<file path="src/rtl/ctrl_link_pkg.sv">
// Constants and the FSM state type for the serial control link.
// The transmitter and the a_ctrls receiver both import this package.
package ctrl_link_pkg;

  localparam logic [7:0] SYNC_BYTE    = 8'hA5;
  localparam int         N_CH_DEFAULT = 7;
  localparam int         FRAME_BYTES  = N_CH_DEFAULT + 2;

  typedef enum logic [1:0] {
    IDLE,
    START_BIT,
    DATA_BIT,
    STOP_BIT
  } tx_state_e;

  // A frame is SYNC, one byte per channel, then the checksum.
  function automatic int frame_bytes(input int n_ch);
    return n_ch + 2;
  endfunction

endpackage

</file>
<file path="src/rtl/ctrl_frame_tx_if.sv">
// Frame request and serial status bundle between a controller and ctrl_frame_tx.
interface ctrl_frame_tx_if
  import ctrl_link_pkg::*;
#(
  parameter int N_CH = N_CH_DEFAULT
);

  logic [7:0] ch_data [N_CH];
  logic       start;
  logic       CTRL_TX;
  logic       busy;
  logic       done;

  modport master (output ch_data, start, input CTRL_TX, busy, done);
  modport slave  (input ch_data, start, output CTRL_TX, busy, done);

endinterface

</file>
<file path="src/rtl/ctrl_frame_tx_baud_gen.sv">
// Bit-period counter: tick is high for one cycle on the last clk of every bit.
// restart holds the counter at zero so that the first bit is a full period long.
module baud_gen #(
  parameter int BAUD_DIV = 434
) (
  input  logic clk,
  input  logic reset_n,
  input  logic restart,
  output logic tick
);

  localparam int            CW   = (BAUD_DIV > 1) ? $clog2(BAUD_DIV) : 1;
  localparam logic [CW-1:0] LAST = CW'(BAUD_DIV - 1);

  logic [CW-1:0] cnt;

  // NOTE: non-blocking assignments make every flop sample its pre-edge inputs,
  // so the result does not depend on the order in which blocks are evaluated.
  always_ff @(posedge clk or negedge reset_n) begin
    if (!reset_n) begin
      cnt <= '0;
    end else if (restart || cnt == LAST) begin
      cnt <= '0;
    end else begin
      cnt <= cnt + 1'b1;
    end
  end

  assign tick = !restart && (cnt == LAST);

endmodule

</file>
<file path="src/rtl/ctrl_frame_tx.sv">
// Serialises SYNC, N_CH channel bytes and a modulo-256 checksum as 8N1 frames.
// CTRL_TX, busy and done all come straight from flops.
module ctrl_frame_tx
  import ctrl_link_pkg::*;
#(
  parameter int fCLK  = 50_000_000,
  parameter int fBAUD = 115_200,
  parameter int N_CH  = N_CH_DEFAULT
) (
  input  logic            clk,
  input  logic            reset_n,
  ctrl_frame_tx_if.slave  bus
);

  localparam int            BAUD_DIV  = fCLK / fBAUD;
  localparam int            N_BYTES   = frame_bytes(N_CH);
  localparam int            BW        = $clog2(N_BYTES);
  localparam logic [BW-1:0] LAST_BYTE = BW'(N_BYTES - 1);

  tx_state_e     state;
  logic [7:0]    snap [N_CH];
  logic [BW-1:0] byte_idx;
  logic [2:0]    bit_idx;
  logic [7:0]    chk;
  logic [7:0]    cur_byte;
  logic          tick;
  logic          tx_q;
  logic          busy_q;
  logic          done_q;

  baud_gen #(
    .BAUD_DIV (BAUD_DIV)
  ) u_baud (
    .clk     (clk),
    .reset_n (reset_n),
    .restart (state == IDLE),
    .tick    (tick)
  );

  // NOTE: every variable gets a default at the top of the block so that no
  // path through it leaves a value unassigned and infers a latch.
  always_comb begin
    chk      = '0;
    cur_byte = SYNC_BYTE;
    for (int i = 0; i < N_CH; i++) begin
      chk = chk + snap[i];
    end
    if (byte_idx == LAST_BYTE) begin
      cur_byte = chk;
    end else begin
      for (int i = 0; i < N_CH; i++) begin
        if (byte_idx == BW'(i + 1)) cur_byte = snap[i];
      end
    end
  end

  always_ff @(posedge clk or negedge reset_n) begin
    if (!reset_n) begin
      state    <= IDLE;
      // NOTE: the snapshot is a handful of flops, not a RAM, so it is cleared
      // with the rest of the state; a real memory array would be left unreset.
      snap     <= '{default: '0};
      byte_idx <= '0;
      bit_idx  <= '0;
      tx_q     <= 1'b1;
      busy_q   <= 1'b0;
      done_q   <= 1'b0;
    end else begin
      done_q <= 1'b0;
      case (state)
        IDLE: begin
          if (bus.start) begin
            snap     <= bus.ch_data;
            byte_idx <= '0;
            bit_idx  <= '0;
            tx_q     <= 1'b0;
            busy_q   <= 1'b1;
            state    <= START_BIT;
          end
        end
        START_BIT: begin
          if (tick) begin
            bit_idx <= '0;
            tx_q    <= cur_byte[0];
            state   <= DATA_BIT;
          end
        end
        DATA_BIT: begin
          if (tick) begin
            if (bit_idx == 3'd7) begin
              tx_q  <= 1'b1;
              state <= STOP_BIT;
            end else begin
              bit_idx <= bit_idx + 3'd1;
              tx_q    <= cur_byte[bit_idx + 3'd1];
            end
          end
        end
        STOP_BIT: begin
          if (tick) begin
            if (byte_idx == LAST_BYTE) begin
              byte_idx <= '0;
              busy_q   <= 1'b0;
              done_q   <= 1'b1;
              state    <= IDLE;
            end else begin
              // Next start bit follows the stop bit with no idle gap.
              byte_idx <= byte_idx + 1'b1;
              tx_q     <= 1'b0;
              state    <= START_BIT;
            end
          end
        end
        default: state <= IDLE;
      endcase
    end
  end

  assign bus.CTRL_TX = tx_q;
  assign bus.busy    = busy_q;
  assign bus.done    = done_q;

endmodule
</file>
<file path="src/flat_wrapper.sv">
// flat-port wrapper written by rule: the top's interface ports become plain ports
module ctrl_frame_tx_flat import ctrl_link_pkg::*;
#(
  parameter int fCLK  = 50_000_000,
  parameter int fBAUD = 115_200,
  parameter int N_CH  = N_CH_DEFAULT
)
  (clk, reset_n, bus_ch_data, bus_start, bus_CTRL_TX, bus_busy, bus_done);
  ctrl_frame_tx_if #(.N_CH(N_CH)) bus_i ();
  input  logic clk;
  input  logic reset_n;
  input wire logic [$bits(bus_i.ch_data)-1:0] bus_ch_data;
  input wire logic [$bits(bus_i.start)-1:0] bus_start;
  output wire logic [$bits(bus_i.CTRL_TX)-1:0] bus_CTRL_TX;
  output wire logic [$bits(bus_i.busy)-1:0] bus_busy;
  output wire logic [$bits(bus_i.done)-1:0] bus_done;
  assign bus_i.ch_data = {>>{bus_ch_data}};
  assign bus_i.start = bus_start;
  assign bus_CTRL_TX = bus_i.CTRL_TX;
  assign bus_busy = bus_i.busy;
  assign bus_done = bus_i.done;
  ctrl_frame_tx #(.fCLK(fCLK), .fBAUD(fBAUD), .N_CH(N_CH)) u_core (.clk(clk), .reset_n(reset_n), .bus(bus_i));
endmodule
</file>
<file path="config.mk">
export PLATFORM = sky130hd
export DESIGN_NAME = ctrl_frame_tx_flat
export DESIGN_NICKNAME = d
export VERILOG_FILES = /design/src/rtl/ctrl_link_pkg.sv /design/src/rtl/ctrl_frame_tx_if.sv /design/src/rtl/ctrl_frame_tx_baud_gen.sv /design/src/rtl/ctrl_frame_tx.sv /design/src/flat_wrapper.sv
export SDC_FILE = /design/constraint.sdc
export NUM_CORES = 1
export LEC_CHECK = 0
export ABC_AREA = 1
export CORE_MARGIN = 2
export CORE_UTILIZATION = 52
export CTS_CLUSTER_SIZE = 40
export DETAILED_ROUTE_END_ITERATION = 12
export GPL_TIMING_DRIVEN = 0
export PLACE_DENSITY_LB_ADDON = 0.15
export SYNTH_ARGS = -nofsm -noshare
export SYNTH_HDL_FRONTEND = slang
export SYNTH_HIERARCHICAL = 1
export SYNTH_SLANG_ARGS = --single-unit
</file>
<file path="constraint.sdc">
create_clock -name clk -period 3.9 [get_ports clk]
set_clock_uncertainty 0.2 [all_clocks]
set_input_delay 0.585 -clock clk [delete_from_list [all_inputs] [get_ports clk]]
set_output_delay 0.585 -clock clk [all_outputs]
set_load 0.03 [all_outputs]
</file>
==> flow_summary_export.csv, run 1 <==
group,metric,value,unit
timing,max_freq,0.237,GHz
route,drc,0,
critical_path,cp_slowest_cell,"fa_1",
floorplan,die_area,11300,um2
global_routing,grt_start_max_net_pins,46,
run,cap_violations,0,
outcome,violations,"setup timing",
floorplan,core_area,10200,um2
place,dp_hpwl,10100,um
global_routing,grt_use_total,25.8,%
route,routed_wl,13500,um
cts,clockBufferDepth,2,
outcome,status,"finished, violations left",
synth,synthCells,677,
critical_path,reg2reg_slack,-0.32,ns
synth,yosysUniqueCellTypes,36,
finish,final_common_cell,"nand2_1",
cts,clock_latency,0.36,ns
synth,synth_area_leaders,"dfrtp_1 (35%), fa_1 (12%), nand2_1 (10%)",
global_routing,antenna_found_initial,0,
synth,synth-seq-cells,77,
finish,fin_nets,870,
critical_path,cp.arrival,4.31,ns
timing,finalCritPeriodShare,108,%
route,first_iter_violations,302,
critical_path,path_buf_inv,4,
synth,yosysWarnings,6,
timing,worst_slack,-0.318,ns
place,place_area,6270,um2
finish,seqCellArea,1930,um2
min_path,hold_class,"reg2reg",
finish,n_antenna_cell,0,
global_routing,grt_overflow,0,
timing,rsz0062_at_grt,"yes",
floorplan,io_pins,62,
timing,relSlewSlack,42.8,%
global_routing,grt_pass1_wl,22600,um
synth,synth_top_area_cell,"dfrtp_1",
cts,clock-root-buffer,"clkbuf_8",
finish,final_area,6600,um2
timing,maxSlewViolCount,0,
global_routing,grt_pass1_vias,4781,
critical_path,slowest_delay,0.55,ns
critical_path,required,3.99,ns
timing,setup_viol,1,
critical_path,setup.worst_path.start_class,"flip-flop",
place,gp_congestion,0.903,
floorplan,rows,37,
floorplan,initial_utilization,53.1,%
place,dp.cells,875,
critical_path,cpLargestDelayFamily,"adder cells",
floorplan,die_w,106,um
synth,synth_top_area_share,35.0,%
place,place_ws,-0.346,ns
route,avgRoutedWirePerCell,15.1,um
critical_path,cp_max_fo,4,
critical_path,crit_chain,"inv_2 > fa_1 > inv_2 > fa_1 > inv_2 > fa_1 > fa_1 > inv_2 > ha_4 > a21oi_2 > nand2_1 > nand2_2 > nand2_2 > a21o_1 > nand3_1 > nand3_1 > nand3_2 > nand3_2 > nand2_2 > nand3_2 > nand2_1 > nand2_1",
route,vias,4704,
place,portBuffers,61,
cts,htreeDepth,3,
finish,mostFrequentLayoutCells,"nand2_1 (145), inv_1 (108), dfrtp_1 (76)",
cts,clkSlewWorstSetupHoldPaths,0.08,ns
synth,syn_avg_cell_area,8.02,um2
floorplan,die_h,106,um
timing,hold_ws,0.269,ns
critical_path,crit_type,"reg2reg",
synth,syn_nets,789,
synth,syn_area,5430,um2
critical_path,endpoint_kind,"flip-flop",
finish,drive_above_1_share,13.5,%
timing,tightest_slew,0.858,ns
cts,cts.sinks,77,
finish,syn2layout_area_growth,21.5,%
timing,period_needed,4.22,ns
route,avgViaCountPerCell,5.24,
route,dr.pass1.iters,5,
finish,fin_cells,898,
synth,yosysSeqAreaShare,35.5,%
timing,hold_viol_final,0,
cts,cts_buffers,9,
route,ant_nets,0,
cts,cts_tree,"done",
finish,multi_input_area,3050,um2
finish,fillCellCount,870,
## cells by family after synthesis
kind of cell / after synthesis / share of synthesized area, %
simple gates: 295 / 23.4
buf+inv: 142 / 10.2
compound gates: 73 / 7.00
flops: 77 / 35.5
xor+xnor: 9 / 1.45
fa+ha+maj: 53 / 16.6
mux: 28 / 5.80
## worst paths after layout
path | start | end | depth (start not counted)
max | u_core/snap[20]$_DFFE_PN0P_ | u_core/bus.CTRL_TX$_DFFE_PN1P_ | 22
min | u_core/bus.CTRL_TX$_DFFE_PN1P_ | u_core/bus.CTRL_TX$_DFFE_PN1P_ | 2
max reg2reg | u_core/snap[20]$_DFFE_PN0P_ | u_core/bus.CTRL_TX$_DFFE_PN1P_ | 22
min reg2reg | u_core/bus.CTRL_TX$_DFFE_PN1P_ | u_core/bus.CTRL_TX$_DFFE_PN1P_ | 2
max in group asynchronous | reset_n | u_core/u_baud/cnt[8]$_DFF_PN0_ | 3
min in group asynchronous | reset_n | u_core/snap[26]$_DFFE_PN0P_ | 2
## layout make-up
class                   count  area share (%)
plain buffers              15            1.14
clock buffers              12            2.35
clock inverters             3           0.682
inverters                 127            7.24
multi-input cells         458            46.2
flip-flops and latches     77            29.2
well taps                 136            2.58
repair buffers             70            10.6
## per-stage QoR
stage               util, %  setup TNS, ns
global placement       61.0         -58.89
CTS                    64.2         -0.318
finish                 64.5         -0.318
detailed placement     61.3         -0.346
global route           64.5         -0.541
floorplan                 -        -0.0391
## Yosys cell counts (all sizes together)
cell type,number
a31oi,1
and2,1
a21oi,47
o211ai,1
inv,125
a21o,1
fa,32
o21bai,1
o21ai,21
buf,7
or2,8
nand4,8
xor2,3
dfstp,1
mux2,28
ha,21
dfrtp,76
nand3,49
nor2,75
o31ai,1
clkbuf,8
clkinv,2
xnor2,6
nor3,1
nand2,153
## metal layers
layer	vias up	routed length (um)	global-route usage, %
met1	2252	5690	32.7
met3	31	814	4.17
met2	158	6670	44.9
met5	-	0	0
li1	2263	-	-
met4	0	362	8.46
## flip-flops by register name, indices dropped and copies added, names as in the netlist
name and flops:
u_core/snap 56, u_core/u_baud/cnt 9, u_core/byte_idx 4, u_core/bit_idx 3, u_core/state 2, u_core/bus.CTRL_TX 1
u_core/bus.busy 1, u_core/bus.done 1
## repair_timing
action | CTS | global route
hold buffers | 1 | 0
pin swaps | 16 | 17
setup buffers | 6 | 1
hold endpoints to repair | 31 | 0
gates resized for setup | 11 | 11
setup endpoints to repair | 1 | 1
## tightest hold or removal path, stage by stage, from the launching register on
cell and delay [ns]:
dfstp_2 0.37, nand2_1 0.05, nand2_1 0.05
Power of run 1 is not shown: default switching activity piles up to over one toggle a cycle in this logic, so the estimate is an artifact.
==> inputs of run 2 (changes only) <==
- CORE_ASPECT_RATIO: not set -> 1.25
- CTS_CLUSTER_DIAMETER: not set -> 100
==> run 2 against run 1 <==
  * The run ends with DRC, hold timing, setup timing left
  * Cell count down 1.1%
  * Cell area up 0.36%
  * Critical endpoint unchanged
  * Register-to-register slack worse by 0.05 ns
  * Wire length about the same
  * First-iteration DRC count up 0.33%
  * Sequential share of layout area down 0.10 points
  * Die area about the same
  * Non-clock buffer count down 4
  * Worst setup slack worse by 0.049 ns
  * Utilization up 0.70 points
  * Global-route usage down 0.22 points
==> flow_summary_export.csv, run 2 (synthesized netlist as in run 1, its figures left out) <==
group,metric,value,unit
critical_path,cpLargestDelayFamily,"adder cells",
cts,clkSlewWorstSetupHoldPaths,0.06,ns
timing,max_freq,0.234,GHz
route,first_iter_violations,303,
finish,fin_cells,888,
critical_path,r2r-start,"u_core/snap[11]$_DFFE_PN0P_",
timing,worst_slack,-0.367,ns
finish,regMostFlops,"u_core/snap",
route,dr.pass1.iters,9,
finish,largest_reg_flops,56,
route,ant_nets,0,
route,avgViaCountPerCell,5.28,
min_path,hold_class,"in2async",
run,cap_violations,0,
finish,drive_above_1_share,11.6,%
place,portBuffers,61,
place,gp_congestion,0.922,
critical_path,crit_type,"reg2reg",
finish,mostFrequentLayoutCells,"nand2_1 (149), inv_1 (112), dfrtp_1 (76)",
critical_path,cp_max_fo,4,
cts,clock_latency,0.34,ns
finish,fin_nets,866,
critical_path,reg2reg_slack,-0.37,ns
global_routing,grt_start_max_net_pins,47,
cts,cts.sinks,77,
cts,cts_tree,"done",
critical_path,required,3.97,ns
timing,tightest_slew,0.868,ns
floorplan,rows,41,
cts,cts_buffers,9,
route,drc,1,
timing,relSlewSlack,42.1,%
critical_path,r2r-end,"u_core/bus.CTRL_TX$_DFFE_PN1P_",
floorplan,die_area,11300,um2
critical_path,endpoint_kind,"flip-flop",
global_routing,grt_pass1_vias,4689,
critical_path,slowest_delay,0.58,ns
floorplan,die_w,95.4,um
critical_path,cp.arrival,4.34,ns
route,routed_wl,13500,um
timing,hold_ws,-0.0132,ns
floorplan,die_h,118,um
critical_path,setup.worst_path.start_class,"flip-flop",
timing,hold_viol_final,14,
finish,multi_input_area,3020,um2
route,avgRoutedWirePerCell,15.2,um
timing,period_needed,4.27,ns
timing,finalCritPeriodShare,109,%
critical_path,worstSetupEndpoint,"u_core/bus.CTRL_TX$_DFFE_PN1P_",
cts,clockBufferDepth,2,
global_routing,grt_pass1_wl,22100,um
finish,final_common_cell,"nand2_1",
place,dp_hpwl,10100,um
finish,seqCellArea,1930,um2
finish,syn2layout_area_growth,21.9,%
finish,reg_top3,"u_core/snap (56), u_core/u_baud/cnt (9), u_core/byte_idx (4)",
timing,fin_setup_tns,-0.367,ns
floorplan,initial_utilization,53.5,%
global_routing,antenna_found_initial,0,
cts,htreeDepth,3,
critical_path,crit_chain,"fa_1 > inv_1 > fa_1 > fa_1 > fa_1 > inv_1 > ha_4 > a21oi_2 > nand2_1 > nand2_1 > nand2_2 > a21o_1 > nand3_1 > nand3_1 > nand3_1 > nand3_1 > nand2_1 > nand3_1 > nand2_1 > nand2_1",
timing,maxSlewViolCount,0,
finish,n_antenna_cell,0,
outcome,violations,"DRC, hold timing, setup timing",
timing,setup_viol,1,
critical_path,cp_slowest_cell,"fa_1",
global_routing,grt_overflow,0,
critical_path,path_buf_inv,2,
finish,fillCellCount,888,
outcome,status,"finished, violations left",
critical_path,cp-startpoint,"u_core/snap[11]$_DFFE_PN0P_",
critical_path,cp_num_cells,20,
timing,rsz0062_at_grt,"yes",
cts,clock-root-buffer,"clkbuf_16",
floorplan,io_pins,62,
floorplan,core_area,10200,um2
critical_path,reg2reg_depth,20,
global_routing,grt_use_total,25.5,%
place,dp.cells,868,
route,vias,4690,
run 2: changes by cell type in the layout (fill, tap and decap cells not counted), moves of 3 or more:
cell	delta
clkbuf_16	+9
nand2_1	+4
clkbuf_8	-10
nand2_2	-4
inv_1	+4
buf_4	-3
inv_2	-4
run 2: timing repair:
item,CTS,global route
buffers inserted,2,2
gates resized for setup,4,6
endpoints found under the setup margin,1,1
pin swaps,13,10
hold buffers,0,0
run 2: worst min path at each step:
stage / start / slack, ns / end
after global placement: u_core/bus.CTRL_TX$_DFFE_PN1P_ / 0.26 / u_core/bus.CTRL_TX$_DFFE_PN1P_
final: reset_n / -0.01 / u_core/snap[49]$_DFFE_PN0P_
after detailed placement: u_core/bus.CTRL_TX$_DFFE_PN1P_ / 0.27 / u_core/bus.CTRL_TX$_DFFE_PN1P_
after global routing: reset_n / 0.02 / u_core/snap[49]$_DFFE_PN0P_
after CTS: reset_n / 0.001 / u_core/snap[49]$_DFFE_PN0P_
after floorplan: reset_n / 0.09 / u_core/bit_idx[0]$_DFFE_PN0P_
run 2: metrics by stage:
stage / utilization [%] / worst slack, ns / area, um2 / hold slack, ns
2_1_floorplan: - / -0.0391 / 5460 / 0.0894
3_5_place_dp: 61.6 / -0.375 / 6260 / 0.268
6_report: 65.2 / -0.367 / 6620 / -0.0132
5_1_grt: 65.2 / -0.584 / 6620 / 0.0242
3_3_place_gp: 61.4 / -0.742 / 6230 / 0.261
4_1_cts: 64.8 / -0.344 / 6580 / 0.00147
run 2: routing by layer:
layer	global-route usage (%)	vias to the layer above	share of wire [%]
li1	-	2254	-
met1	31.9	2281	41
met2	43.0	125	51
met3	4.78	30	4.5
met4	10.2	0	3.0
met5	0	-	0
run 2: cell type report:
type                    instances  share of cell area [%]
clock buffers                  12                    3.72
clock inverters                 4                   0.718
well taps                     129                    2.44
multi-input cells             458                    45.6
plain buffers                  15                    1.13
flip-flops and latches         77                    29.1
inverters                     127                    7.22
repair buffers                 66                    10.0
Power of run 2 is left out for the same reason.
